<file path="src/rtl/riscv_pkg.sv">
// Shared types and limits for the memory port arbiter.
// The FSM state encoding is exposed on a debug port, so IDLE is pinned to zero.
package riscv_pkg;

   typedef enum logic [1:0] {
      IDLE   = 2'd0,
      BUSY_I = 2'd1,
      BUSY_D = 2'd2
   } arb_state_t;

   localparam int LATENCY_MAX = 15;

endpackage

</file>
<file path="src/rtl/wait_counter.sv">
// Load/decrement down-counter with a zero flag, used to time one memory access.
// A load takes priority over a decrement, and the count holds at zero.
module wait_counter #(
   parameter int CNT_W = 4
) (
   input  logic             clk,
   input  logic             reset,
   input  logic             load,
   input  logic [CNT_W-1:0] load_val,
   input  logic             dec,
   output logic             zero
);

   logic [CNT_W-1:0] cnt_q;
   logic [CNT_W-1:0] cnt_d;

   always_comb begin
      cnt_d = cnt_q;
      if (load) begin
         cnt_d = load_val;
      end else if (dec && (cnt_q != '0)) begin
         cnt_d = cnt_q - 1'b1;
      end
   end

   always_ff @(posedge clk) begin
      if (!reset) begin
         cnt_q <= '0;
      end else begin
         cnt_q <= cnt_d;
      end
   end

   assign zero = (cnt_q == '0);

endmodule

</file>
<file path="src/rtl/mem_port_arbiter.sv">
// Shares one fixed-latency single-ported memory between fetch and load/store,
// returning read data and producing the pipeline stall requests.
module mem_port_arbiter
   import riscv_pkg::*;
#(
   parameter int LATENCY = 2,
   parameter int CNT_W   = 4
) (
   input  logic        clk,
   input  logic        reset,
   input  logic        if_req,
   input  logic [31:0] if_addr,
   output logic [31:0] if_rdata,
   output logic        if_ready,
   input  logic        d_req,
   input  logic        d_we,
   input  logic [31:0] d_addr,
   input  logic [31:0] d_wdata,
   output logic [31:0] d_rdata,
   output logic        d_ready,
   output logic        mem_en,
   output logic        mem_we,
   output logic [31:0] mem_addr,
   output logic [31:0] mem_wdata,
   input  logic [31:0] mem_rdata,
   output logic        stall_F,
   output logic        stall_M,
   output logic [15:0] stall_cnt,
   output logic [1:0]  dbg_state
);

   // Out-of-range LATENCY values are clamped into the legal 1..15 window.
   localparam int LAT_C = (LATENCY > LATENCY_MAX) ? LATENCY_MAX :
                          ((LATENCY < 1) ? 1 : LATENCY);

   arb_state_t  state_q, state_d;
   logic        last_d_q, last_d_d;
   logic        mem_en_q, mem_en_d;
   logic        mem_we_q, mem_we_d;
   logic [31:0] mem_addr_q, mem_addr_d;
   logic [31:0] mem_wdata_q, mem_wdata_d;
   logic [15:0] stall_cnt_q, stall_cnt_d;

   logic cnt_load;
   logic cnt_dec;
   logic cnt_zero;
   logic if_done;
   logic d_done;
   logic stall_f;
   logic stall_m;

   wait_counter #(.CNT_W(CNT_W)) u_wait_counter (
      .clk      (clk),
      .reset    (reset),
      .load     (cnt_load),
      .load_val (CNT_W'(LAT_C)),
      .dec      (cnt_dec),
      .zero     (cnt_zero)
   );

   assign if_done = (state_q == BUSY_I) && cnt_zero;
   assign d_done  = (state_q == BUSY_D) && cnt_zero;
   assign cnt_dec = (state_q != IDLE) && !cnt_zero;
   assign stall_f = if_req & ~if_done;
   assign stall_m = d_req & ~d_done;

   always_comb begin
      state_d     = state_q;
      last_d_d    = last_d_q;
      mem_en_d    = 1'b0;
      mem_we_d    = mem_we_q;
      mem_addr_d  = mem_addr_q;
      mem_wdata_d = mem_wdata_q;
      cnt_load    = 1'b0;
      unique case (state_q)
         IDLE: begin
            // Data wins a tie unless it won the previous grant.
            if (d_req && (!if_req || !last_d_q)) begin
               state_d     = BUSY_D;
               last_d_d    = 1'b1;
               mem_en_d    = 1'b1;
               mem_we_d    = d_we;
               mem_addr_d  = d_addr;
               mem_wdata_d = d_wdata;
               cnt_load    = 1'b1;
            end else if (if_req) begin
               state_d     = BUSY_I;
               last_d_d    = 1'b0;
               mem_en_d    = 1'b1;
               mem_we_d    = 1'b0;
               mem_addr_d  = if_addr;
               mem_wdata_d = '0;
               cnt_load    = 1'b1;
            end
         end
         BUSY_I, BUSY_D: begin
            if (cnt_zero) begin
               state_d = IDLE;
            end
         end
         default: state_d = IDLE;
      endcase
   end

   always_comb begin
      stall_cnt_d = stall_cnt_q;
      if ((stall_f | stall_m) && (stall_cnt_q != 16'hFFFF)) begin
         stall_cnt_d = stall_cnt_q + 16'd1;
      end
   end

   always_ff @(posedge clk) begin
      if (!reset) begin
         state_q     <= IDLE;
         last_d_q    <= 1'b0;
         mem_en_q    <= 1'b0;
         mem_we_q    <= 1'b0;
         mem_addr_q  <= '0;
         mem_wdata_q <= '0;
         stall_cnt_q <= '0;
      end else begin
         state_q     <= state_d;
         last_d_q    <= last_d_d;
         mem_en_q    <= mem_en_d;
         mem_we_q    <= mem_we_d;
         mem_addr_q  <= mem_addr_d;
         mem_wdata_q <= mem_wdata_d;
         stall_cnt_q <= stall_cnt_d;
      end
   end

   // Everything is held at zero while reset is low, even before the first edge clears state.
   assign if_ready  = reset & if_done;
   assign d_ready   = reset & d_done;
   assign if_rdata  = (reset && if_done) ? mem_rdata : '0;
   assign d_rdata   = (reset && d_done && !mem_we_q) ? mem_rdata : '0;
   assign mem_en    = reset & mem_en_q;
   assign mem_we    = reset & mem_we_q;
   assign mem_addr  = reset ? mem_addr_q : '0;
   assign mem_wdata = reset ? mem_wdata_q : '0;
   assign stall_F   = reset & stall_f;
   assign stall_M   = reset & stall_m;
   assign stall_cnt = reset ? stall_cnt_q : '0;
   assign dbg_state = reset ? state_q : IDLE;

endmodule

</file>
<file path="config.mk">
export PLATFORM = sky130hd
export DESIGN_NAME = mem_port_arbiter
export DESIGN_NICKNAME = d
export VERILOG_FILES = /design/src/rtl/riscv_pkg.sv /design/src/rtl/wait_counter.sv /design/src/rtl/mem_port_arbiter.sv
export SDC_FILE = /design/constraint.sdc
export NUM_CORES = 1
export LEC_CHECK = 0
export CORE_MARGIN = 2
export CORE_UTILIZATION = 40
export DETAILED_ROUTE_END_ITERATION = 8
export HOLD_SLACK_MARGIN = 0.03
export PLACE_DENSITY = 0.9
export SKIP_CTS_REPAIR_TIMING = 1
export SKIP_LAST_GASP = 1
export SLEW_MARGIN = 10
export SYNTH_ARGS = -nofsm -noshare
export SYNTH_HDL_FRONTEND = slang
export SYNTH_SLANG_ARGS = --single-unit
</file>
<file path="constraint.sdc">
create_clock -name clk -period 4.2 [get_ports clk]
set_input_delay 1.26 -clock clk [delete_from_list [all_inputs] [get_ports clk]]
set_output_delay 1.26 -clock clk [all_outputs]
set_load 0.01 [all_outputs]
</file>
After elaboration in Yosys (flattened, before gate mapping)
Index checks and enable logic that the tools add are counted.

word-level totals
  flip-flop bits (word level) = 89
  bits of input ports = 133
  output and inout port bits = 152
  word-level logic and storage cells = 74

operators by class
  add/sub/neg operators = 2
  equality and inequality tests = 5
  mux-type cells = 22
  bitwise logic cells = 12
  reductions and logical operators = 24

operators with widths
  kind                     count
  $mux W32                 8
  $add A16 B1 Y16 const B  1
  $mux W16                 1
  $ne A16 B16 Y1 const B   1
  $mux W2                  6
  $logic_and A1 B1 Y1      9
  $and A1 B1 Y1            8
  $mux W1                  6
  $reduce_bool A2 Y1       3
  $logic_not A1 Y1         4
  $logic_not A4 Y1         1
  $pmux W2 S2              1
  $reduce_and A2 Y1        2
  $reduce_bool A4 Y1       1
  $reduce_or A2 Y1         2
  $sub A4 B1 Y4 const B    1
  $ne A3 B3 Y1 const B     1
  $not A1 Y1               3
  $eq A2 B1 Y1 const B     1
  $eq A2 B2 Y1 const B     1
  $logic_not A2 Y1         1
  $ne A2 B2 Y1 const B     1
  $logic_or A1 B1 Y1       1
  $or A1 B1 Y1             1

Longest topological paths before layout
Gate-level depths: netlist of run 1.

  depth in word-level cells = 6
  mapped depth = 8

Hierarchy
Synthesis of run 1 repeated with hierarchy kept, for this count alone.

unflattened totals
  cell total of the unflattened synthesis = 503
  area, all modules = 4633.2 sq um

modules (own cells, without submodules)
  module            times used  cells each  area an instance (sq um)  seq. area each (sq um)
  mem_port_arbiter  1           472         4376.7                    1701.6
  wait_counter      1           31          256.5                     80.1

Worst setup path before layout of run 1
OpenSTA, ideal clock, no wires.

  path type = input to output
  start point = input reset
  end point = output dbg_state[0]
  arrival = 2270 ps
  slack = 670 ps
  cell stages on the path = 5
  buffers on the path = 3
  cell sequence = clkbuf_1 clkinv_1 clkbuf_1 clkbuf_1 nor2_1

on the way
  word-level cells in the longest chain between the ends = 1

RTL lines
  item             line                     text
  start, declared  mem_port_arbiter.sv:10   input logic reset,
  $mux W2          mem_port_arbiter.sv:144  assign dbg_state = reset ? state_q : IDLE;
  end, declared    mem_port_arbiter.sv:29   output logic [1:0] dbg_state

No other way between the ends.

Worst setup path after layout of run 1
  start point = input reset
  end point = output dbg_state[1]

Same word-level chain as after synthesis.

==> results of run 1 <==
==> kinds of logic after synthesis <==
logic type	after synthesis	share of synthesized area, %
xor+xnor	10	1.918
fa+ha+maj	5	1.370
mux	35	7.756
flops	89	39.02
buf+inv	46	4.001
simple gates	253	31.54
compound gates	83	14.39
==> where the power goes <==
group          internal, uW  total [uW]  leakage (uW)  switching (uW)
Sequential              944         989      0.000732            45.7
Clock                   587         926      0.000167             340
Combinational           400         734       0.00221             335
Total                  1930        2650       0.00310             720
==> synth_stat cells, drive strengths merged <==
cell / n / area, sq um
a211oi: 33 / 247.7
nand4bb: 2 / 27.53
nand2: 8 / 30.03
inv: 5 / 18.77
nand4: 6 / 37.54
nor2: 56 / 210.2
a21boi: 1 / 7.510
mux2i: 32 / 320.3
or4b: 1 / 10.01
clkinv: 1 / 3.750
o2bb2ai: 1 / 8.760
ha: 5 / 62.56
a22o: 33 / 289.0
o31ai: 4 / 30.03
a21o: 1 / 7.510
dfxtp: 89 / 1782
and4: 1 / 8.760
o21ai: 6 / 30.02
nand3: 6 / 30.03
buf: 11 / 51.30
mux2: 3 / 33.78
xor2: 1 / 8.760
and2b: 1 / 7.510
or2: 1 / 6.260
or4: 1 / 7.510
nand2b: 4 / 25.02
and3: 7 / 43.79
nor4: 4 / 31.28
nor3b: 2 / 15.01
nor3: 6 / 30.03
clkbuf: 29 / 108.9
a22oi: 1 / 21.27
a21oi: 3 / 15.01
xnor2: 9 / 78.83
nor2b: 2 / 12.51
and2: 145 / 907.1
==> per-layer routing <==
layer	up-vias	wire (um)	global-route usage [%]
met3	31	1107	5.467
li1	2325	-	-
met5	-	0	0
met1	2153	5462	24.50
met4	0	531	11.83
met2	214	7409	42.45
==> state kept, by name, indices dropped and copies added, names as in the netlist <==
name and cells:
mem_addr_q 32, mem_wdata_q 32, stall_cnt_q 16, u_wait_counter.cnt_q 4
state_q 2, last_d_q 1, mem_en_q 1, mem_we_q 1
==> metrics by stage <==
step                power (uW)  instances  hold WS, ns  setup WS, ns
floorplan                 1367        521       0.4188        0.6701
global placement          1712        919       0.4543        0.2509
detailed placement        1737        919       0.4559        0.2379
CTS                       2666        935       0.4756        0.1606
global route              2775        937       0.4868        0.1272
finish                    2650        937       0.4711        0.2376
==> final timing paths <==
| check | from | endpoint | slack [ns] |
|---|---|---|---|
| setup / recovery | reset | dbg_state[1] | 0.24 |
| hold / removal | mem_wdata_q[24] | mem_wdata_q[24] | 0.47 |
| hold reg to reg | mem_wdata_q[24] | mem_wdata_q[24] | 0.47 |
| setup reg to reg | stall_cnt_q[0] | stall_cnt_q[6] | 2.03 |
==> layout make-up <==
cell class,instances,area (sq um),area share [%]
multi-input combinational,386,2629,33.28
clock inverter,7,123.9,1.568
clock buffer,9,225.2,2.851
timing repair buffer,295,2933,37.13
tap,143,178.9,2.265
antenna,2,5.005,0.06336
sequential,89,1782,22.56
inverter,6,22.52,0.2851
==> worst max-delay path, stage by stage <==
cell and delay [ns]:
buf_2 0.12, buf_12 0.28, clkinv_1 0.23, nor2_1 0.20, clkdlybuf4s50_1 0.59
==> results.yml, run 1 <==
global_route:
  grt_pass1_wl_um: 23030
  grt-ovfl-total: 0
  grt_pass1_vias: 4607
  gr-usage-all-layers_pct: 23.11
  grt_start_max_net_pins: 92
  antenna_found_initial: 2
timing:
  slew_violations: 0
  fin_skew_ns: 0.01089
  rsz0062_at_grt: "no"
  setup_tns_ns: 0
  max_freq_ghz: 0.2524
  relSlewSlack_pct: 60.36
  finalSetupViolCount: 0
  post-route-period-util_pct: 94.34
  min_period_ns: 3.962
  tightest_slew_ns: 0.5946
  hold_viol: 0
run:
  drv_cap: 0
synth:
  syn_nets: 659
  syn_area_per_cell_sq_um: 8.763
  synth_cell_types: 41
  syn_inst: 521
  synth_warnings: 0
  synth-seq-cells: 89
  ys_seq_area_share_pct: 39.02
  syn-cell-area_sq_um: 4566
cts:
  h-tree-depth: 3
  root_buffer: "clkbuf_16"
  cts_buffers: 9
  cts_tree: "built"
  clk_latency_ns: 0.34
  clkSlewWorstSetupHoldPaths_ns: 0.06
  ctsLongestPathBuffers: 2
  cts_sinks: 89
die:
  io_pins: 285
  dieArea_sq_um: 12280
  chipWidth_um: 110.8
  start_util_pct: 40.50
  dieHeight_um: 110.8
  fp.coreArea_sq_um: 11270
  rows: 39
final_layout:
  final_cell_mix: "clkdlybuf4s50_1 (283), and2_1 (145), dfxtp_1 (89), nor2_1 (56)"
  layout-drive-gt1-share_pct: 4.672
  fillers: 844
  design_area_sq_um: 7899
  final_common_cell: "clkdlybuf4s50_1"
  area_growth_pct: 73.01
  num-nets-final: 925
  postLayoutCoreUtil_pct: 70.07
routing:
  ant_nets: 0
  firstDrtPassIters: 4
  wl_per_cell_um: 15.49
  drcViolationCount: 0
  num_vias: 4723
  via_per_inst: 5.041
  drt_first_iter_violations: 167
  finalWirelength_um: 14510
worst_setup_path:
  worst_r2r_path_depth: 6
  crit_type: "input pin to primary output"
  critical_path.endpoint_type: "primary output"
  required_ns: 2.94
  arrival_ns: 2.70
  cp_max_fo: 91
  startpoint_type: "input pin"
power:
  irDropWorstVdd_v: 0.0002034
  p_per_area_nw_per_um2: 335.5
  power_leakage_uw: 0.003104
placed_design:
  place.gp.congestion: 0.9628
  dp_hpwl_um: 11160
  port_buffers: 284
  dpl_cell_area_sq_um: 7540
run_status:
  status: "completed"
worst_hold_path:
  hp-class: "flop to flop"
  hold_depth: 1
(Power assumes the default switching activity.)
==> inputs of run 2 (changes only) <==
GPL_ROUTABILITY_DRIVEN = 0   (was not set)
RECOVER_POWER = 50   (was not set)
==> results.yml, run 2 (synthesis gave the netlist of run 1 again) <==
run_status:
  status: "completed"
worst_setup_path:
  cp_cell_sequence: "buf_2, buf_12, clkinv_1, nor2_1, clkdlybuf4s50_1"
  required_ns: 2.94
  cpMaxStageDelayCell: "clkdlybuf4s50_1"
  cpLargestDelayFamily: "buffers and inverters"
  arrival_ns: 2.72
  crit_type: "input pin to primary output"
  critical_path.endpoint_type: "primary output"
  startpoint_type: "input pin"
  r2r_slack_ns: 1.77
  critical_path_buf_inv_count: 4
  cpPeakStageDelay_ns: 0.59
  cp_max_fo: 91
die:
  chipWidth_um: 110.8
  rows: 39
  dieHeight_um: 110.8
  dieArea_sq_um: 12280
  io_pins: 285
  fp.coreArea_sq_um: 11270
  start_util_pct: 40.50
timing:
  rsz0062_at_grt: "no"
  hold_viol: 0
  slew_violations: 0
  setup_tns_ns: 0
  relSlewSlack_pct: 5.123
  post-route-period-util_pct: 94.69
  tightest_slew_ns: 1.408
  finalSetupViolCount: 0
  min_period_ns: 3.977
  max_freq_ghz: 0.2514
  fin_skew_ns: 0.01037
routing:
  wl_per_cell_um: 15.52
  finalWirelength_um: 14540
  drcViolationCount: 0
  num_vias: 4736
  firstDrtPassIters: 4
  drt_first_iter_violations: 148
  ant_nets: 0
  via_per_inst: 5.054
power:
  internal-power_uw: 1922
  irDropWorstVdd_v: 0.0002026
  switching_share_pct: 27.16
  p_per_area_nw_per_um2: 335.2
  p_switching_uw: 716.8
  combinationalPowerShare_pct: 27.4
  power_leakage_uw: 0.003150
  p_seq_share_pct: 37.5
  p_total_uw: 2639
  clkPwrFrac_pct: 35.1
cts:
  cts_tree: "built"
  root_buffer: "clkbuf_16"
  ctsLongestPathBuffers: 2
  cts_sinks: 89
  clkSlewWorstSetupHoldPaths_ns: 0.06
  h-tree-depth: 3
  cts_buffers: 9
  clk_latency_ns: 0.34
final_layout:
  num-nets-final: 925
  final_cell_mix: "clkdlybuf4s50_1 (262), and2_1 (136), dfxtp_1 (89), nor2_1 (56)"
  largestRegisters: "mem_addr_q: 32 flops, mem_wdata_q: 32 flops, stall_cnt_q: 16 flops"
  register_area_sq_um: 1782
  fillers: 849
  final_common_cell: "clkdlybuf4s50_1"
  layout-drive-gt1-share_pct: 4.293
  area_growth_pct: 72.43
  design_area_sq_um: 7873
  multi_input_area_sq_um: 2611
global_route:
  grt_start_max_net_pins: 92
  gr-usage-all-layers_pct: 23.11
  grt_pass1_vias: 4607
  grt_pass1_wl_um: 23030
  antenna_found_initial: 2
  grt-ovfl-total: 0
placed_design:
  dpl_cell_area_sq_um: 7540
  dp_hpwl_um: 11160
  port_buffers: 284
run:
  drv_cap: 0
worst_hold_path:
  hp-class: "flop to flop"
-- run 2: cell count changes in the layout (fill, tap and decap cells not counted), sizes merged --
cell / previous run / this run
dlygate4sd3: 0 / 21
clkbuf: 9 / 12
buf: 12 / 9
clkdlybuf4s50: 283 / 262
-- run 2: cell type report --
| type | count | share of cell area [%] |
|---|---|---|
| Timing Repair Buffer | 295 | 37.14 |
| Clock buffer | 9 | 2.861 |
| Inverter | 6 | 0.2861 |
| Tap cell | 143 | 2.273 |
| Sequential cell | 89 | 22.63 |
| Antenna cell | 2 | 0.06357 |
| Multi-Input combinational cell | 386 | 33.17 |
| Clock inverter | 7 | 1.573 |
-- run 2: final timing paths --
path                                               from              end  depth (start not counted)
worst max-delay path                              reset     dbg_state[1]                          5
worst min-delay path                    mem_wdata_q[24]  mem_wdata_q[24]                          1
worst max register to register  u_wait_counter.cnt_q[0]   stall_cnt_q[6]                          7
worst min register to register          mem_wdata_q[24]  mem_wdata_q[24]                          1
-- run 2: metal layers --
layer / wire length (um) / share of wire [%] / global-route usage (%)
met1: 5479 / 38 / 24.50
met2: 7346 / 51 / 42.45
met3: 1173 / 8.1 / 5.467
met4: 539 / 3.7 / 11.83
met5: 0 / 0 / 0
-- run 2: worst register-to-register path, stage by stage, from the launching register on --
cell	delay (ns)
dfxtp_1	0.34
inv_1	0.07
ha_1	0.24
nand4bb_2	0.18
a22oi_1	0.71
nor2_1	0.26
nand4_1	0.19
mux2_1	0.33
-- run 2: metrics by stage --
stage	util, %	hold WS, ns	cells	setup slack [ns]
floorplan	-	0.4188	521	0.6701
global placement	66.89	0.4543	919	0.2509
detailed placement	66.89	0.4559	919	0.2379
CTS	69.99	0.4756	935	0.1606
global route	69.84	0.4868	937	0.1258
finish	69.84	0.4711	937	0.2229
-- run 2: power groups by stage --
stage | sequential, uW | clock [uW] | combinational (uW)
finish | 990 | 927 | 722
global route | 1000 | 975 | 787
CTS | 989 | 940 | 736
detailed placement | 1010 | 0 | 730
global placement | 1000 | 0 | 711
floorplan | 992 | 0 | 376
==> inputs of run 3 (changes only) <==
PLACE_DENSITY = not set   (was 0.9)
PLACE_DENSITY_LB_ADDON = 0.15   (was not set)
clock period = 4.85 ns   (was 4.2 ns; I/O delays follow)
==> results.yml, run 3 (synthesis gave the netlist of run 1 again) <==
global_route:
  gr-usage-all-layers_pct: 21.75
  grt_start_max_net_pins: 66
  grt_pass1_vias: 4497
  grt-ovfl-total: 0
  grt_pass1_wl_um: 21980
  antenna_found_initial: 0
final_layout:
  layout-drive-gt1-share_pct: 3.914
  final_common_cell: "clkdlybuf4s50_1"
  design_area_sq_um: 7780
  num-nets-final: 925
  fillers: 967
  area_growth_pct: 70.40
  antennaDiodeCount: 0
  largestRegisters: "mem_addr_q: 32 flops, mem_wdata_q: 32 flops, stall_cnt_q: 16 flops"
  final_cell_mix: "clkdlybuf4s50_1 (271), and2_1 (127), dfxtp_1 (89), nor2_1 (56)"
timing:
  rsz0062_at_grt: "no"
  tightest_slew_ns: 2.245
  relSlewSlack_pct: -49.69
  post-route-period-util_pct: 94.35
  slew_violations: 50
  finalSetupViolCount: 0
  layout_setup_ws_ns: 0.2741
  fin_skew_ns: 0.009485
  hold_viol: 0
  min_period_ns: 4.576
  setup_tns_ns: 0
  holdWs_ns: 0.4806
  max_freq_ghz: 0.2185
power:
  internal-power_uw: 1527
  power_leakage_uw: 0.003076
  p_seq_share_pct: 39.9
  switching_share_pct: 28.86
  p_switching_uw: 619.5
  clkPwrFrac_pct: 31.1
  irDropWorstVdd_v: 0.0001798
  p_per_area_nw_per_um2: 275.9
  combinationalPowerShare_pct: 29.0
worst_setup_path:
  cp_max_fo: 32
  critical_path.endpoint_type: "primary output"
  cp_cell_sequence: "buf_2, and3_1, and2b_1, buf_4, and2_1, clkdlybuf4s50_1"
  startpoint_type: "input pin"
  rr_endpoint: "mem_addr_q[3]"
  arrival_ns: 3.12
  cpLargestDelayFamily: "buffers and inverters"
  required_ns: 3.39
  r2r_slack_ns: 2.06
  worst_r2r_path_depth: 4
  critical_path_buf_inv_count: 3
  cpPeakStageDelay_ns: 0.53
  crit_type: "input pin to primary output"
  timing.rr.start: "last_d_q"
  cpMaxStageDelayCell: "clkdlybuf4s50_1"
placed_design:
  dpl_cell_area_sq_um: 7527
  dp_hpwl_um: 10800
  preCtsSetupSlack_ns: 0.2719
  port_buffers: 284
die:
  rows: 39
  dieArea_sq_um: 12280
  fp.coreArea_sq_um: 11270
  chipWidth_um: 110.8
  start_util_pct: 40.50
  io_pins: 285
  dieHeight_um: 110.8
routing:
  drt_first_iter_violations: 188
  firstDrtPassIters: 6
  top_layer_used: "met4"
  finalWirelength_um: 13850
  met3_length_um: 994
  wl_per_cell_um: 14.81
  wl_met2_um: 6779
  via_per_inst: 4.889
  drcViolationCount: 0
  ant_nets: 0
  num_vias: 4571
  wl_met1_um: 5803
run:
  drv_cap: 2
cts:
  cts_sinks: 89
  clk_latency_ns: 0.34
  root_buffer: "clkbuf_16"
  ctsLongestPathBuffers: 2
  cts_tree: "built"
  cts_buffers: 9
  h-tree-depth: 3
  clkSlewWorstSetupHoldPaths_ns: 0.07
worst_hold_path:
  min-delay-start: "mem_wdata_q[28]"
  hp-class: "flop to flop"
  whs_endpoint: "mem_wdata_q[28]"
  hold_depth: 1
run_status:
  status: "finished with violations"
  violations: "max-capacitance violations, max-slew violations"
==> run 3: cell count changes in the layout (fill, tap and decap cells not counted), sizes merged, moves of 2 or more <==
cell,before,now
buf,9,7
clkbuf,12,15
clkdlybuf4s50,262,271
dlygate4sd3,21,12
bufinv,3,0
diode,2,0
inv,7,9
==> run 3: worst max-delay path by stage <==
stage	from	cells past startpoint	endpoint	slack (ns)
after global placement	reset	6	d_rdata[21]	0.40
after floorplan	reset	5	dbg_state[0]	0.93
after global routing	reset	6	d_rdata[10]	0.15
after detailed placement	reset	6	d_rdata[21]	0.27
after CTS	reset	6	d_rdata[10]	0.27
final	reset	6	d_rdata[10]	0.27
==> run 3: layout make-up <==
type / instances / area (sq um) / area share (%)
Timing Repair Buffer: 295 / 2904 / 37.33
Multi-Input combinational cell: 386 / 2606 / 33.50
Clock buffer: 10 / 239.0 / 3.072
Inverter: 6 / 22.52 / 0.2895
Clock inverter: 6 / 47.55 / 0.6111
Tap cell: 143 / 178.9 / 2.300
Sequential cell: 89 / 1782 / 22.90
==> run 3: stage by stage <==
step	utilization [%]	power (uW)	std cells
6_report	69.02	2146	935
5_1_grt	69.02	2261	935
4_1_cts	69.32	2175	935
3_5_place_dp	66.78	1502	919
3_3_place_gp	66.78	1484	919
2_1_floorplan	-	1184	521
==> run 3: worst reg2reg max path: stages, from the launching register on <==
cell	delay, ns
dfxtp_1	0.34
a21boi_4	0.13
clkbuf_1	1.60
mux2i_1	0.34
a211oi_1	0.30
==> run 3: power by group through the flow <==
| stage | clock network [uW] | registers (uW) | logic, uW |
|---|---|---|---|
| floorplan | 0 | 859 | 325 |
| global placement | 0 | 867 | 617 |
| detailed placement | 0 | 872 | 630 |
| CTS | 686 | 856 | 633 |
| global route | 717 | 867 | 678 |
| finish | 668 | 857 | 622 |
==> run 3: per-layer routing <==
| layer | track usage [%] | up-vias |
|---|---|---|
| met5 | 0 | - |
| met4 | 7.750 | 0 |
| met3 | 6.124 | 21 |
| met1 | 25.10 | 2059 |
| li1 | - | 2324 |
| met2 | 38.45 | 167 |
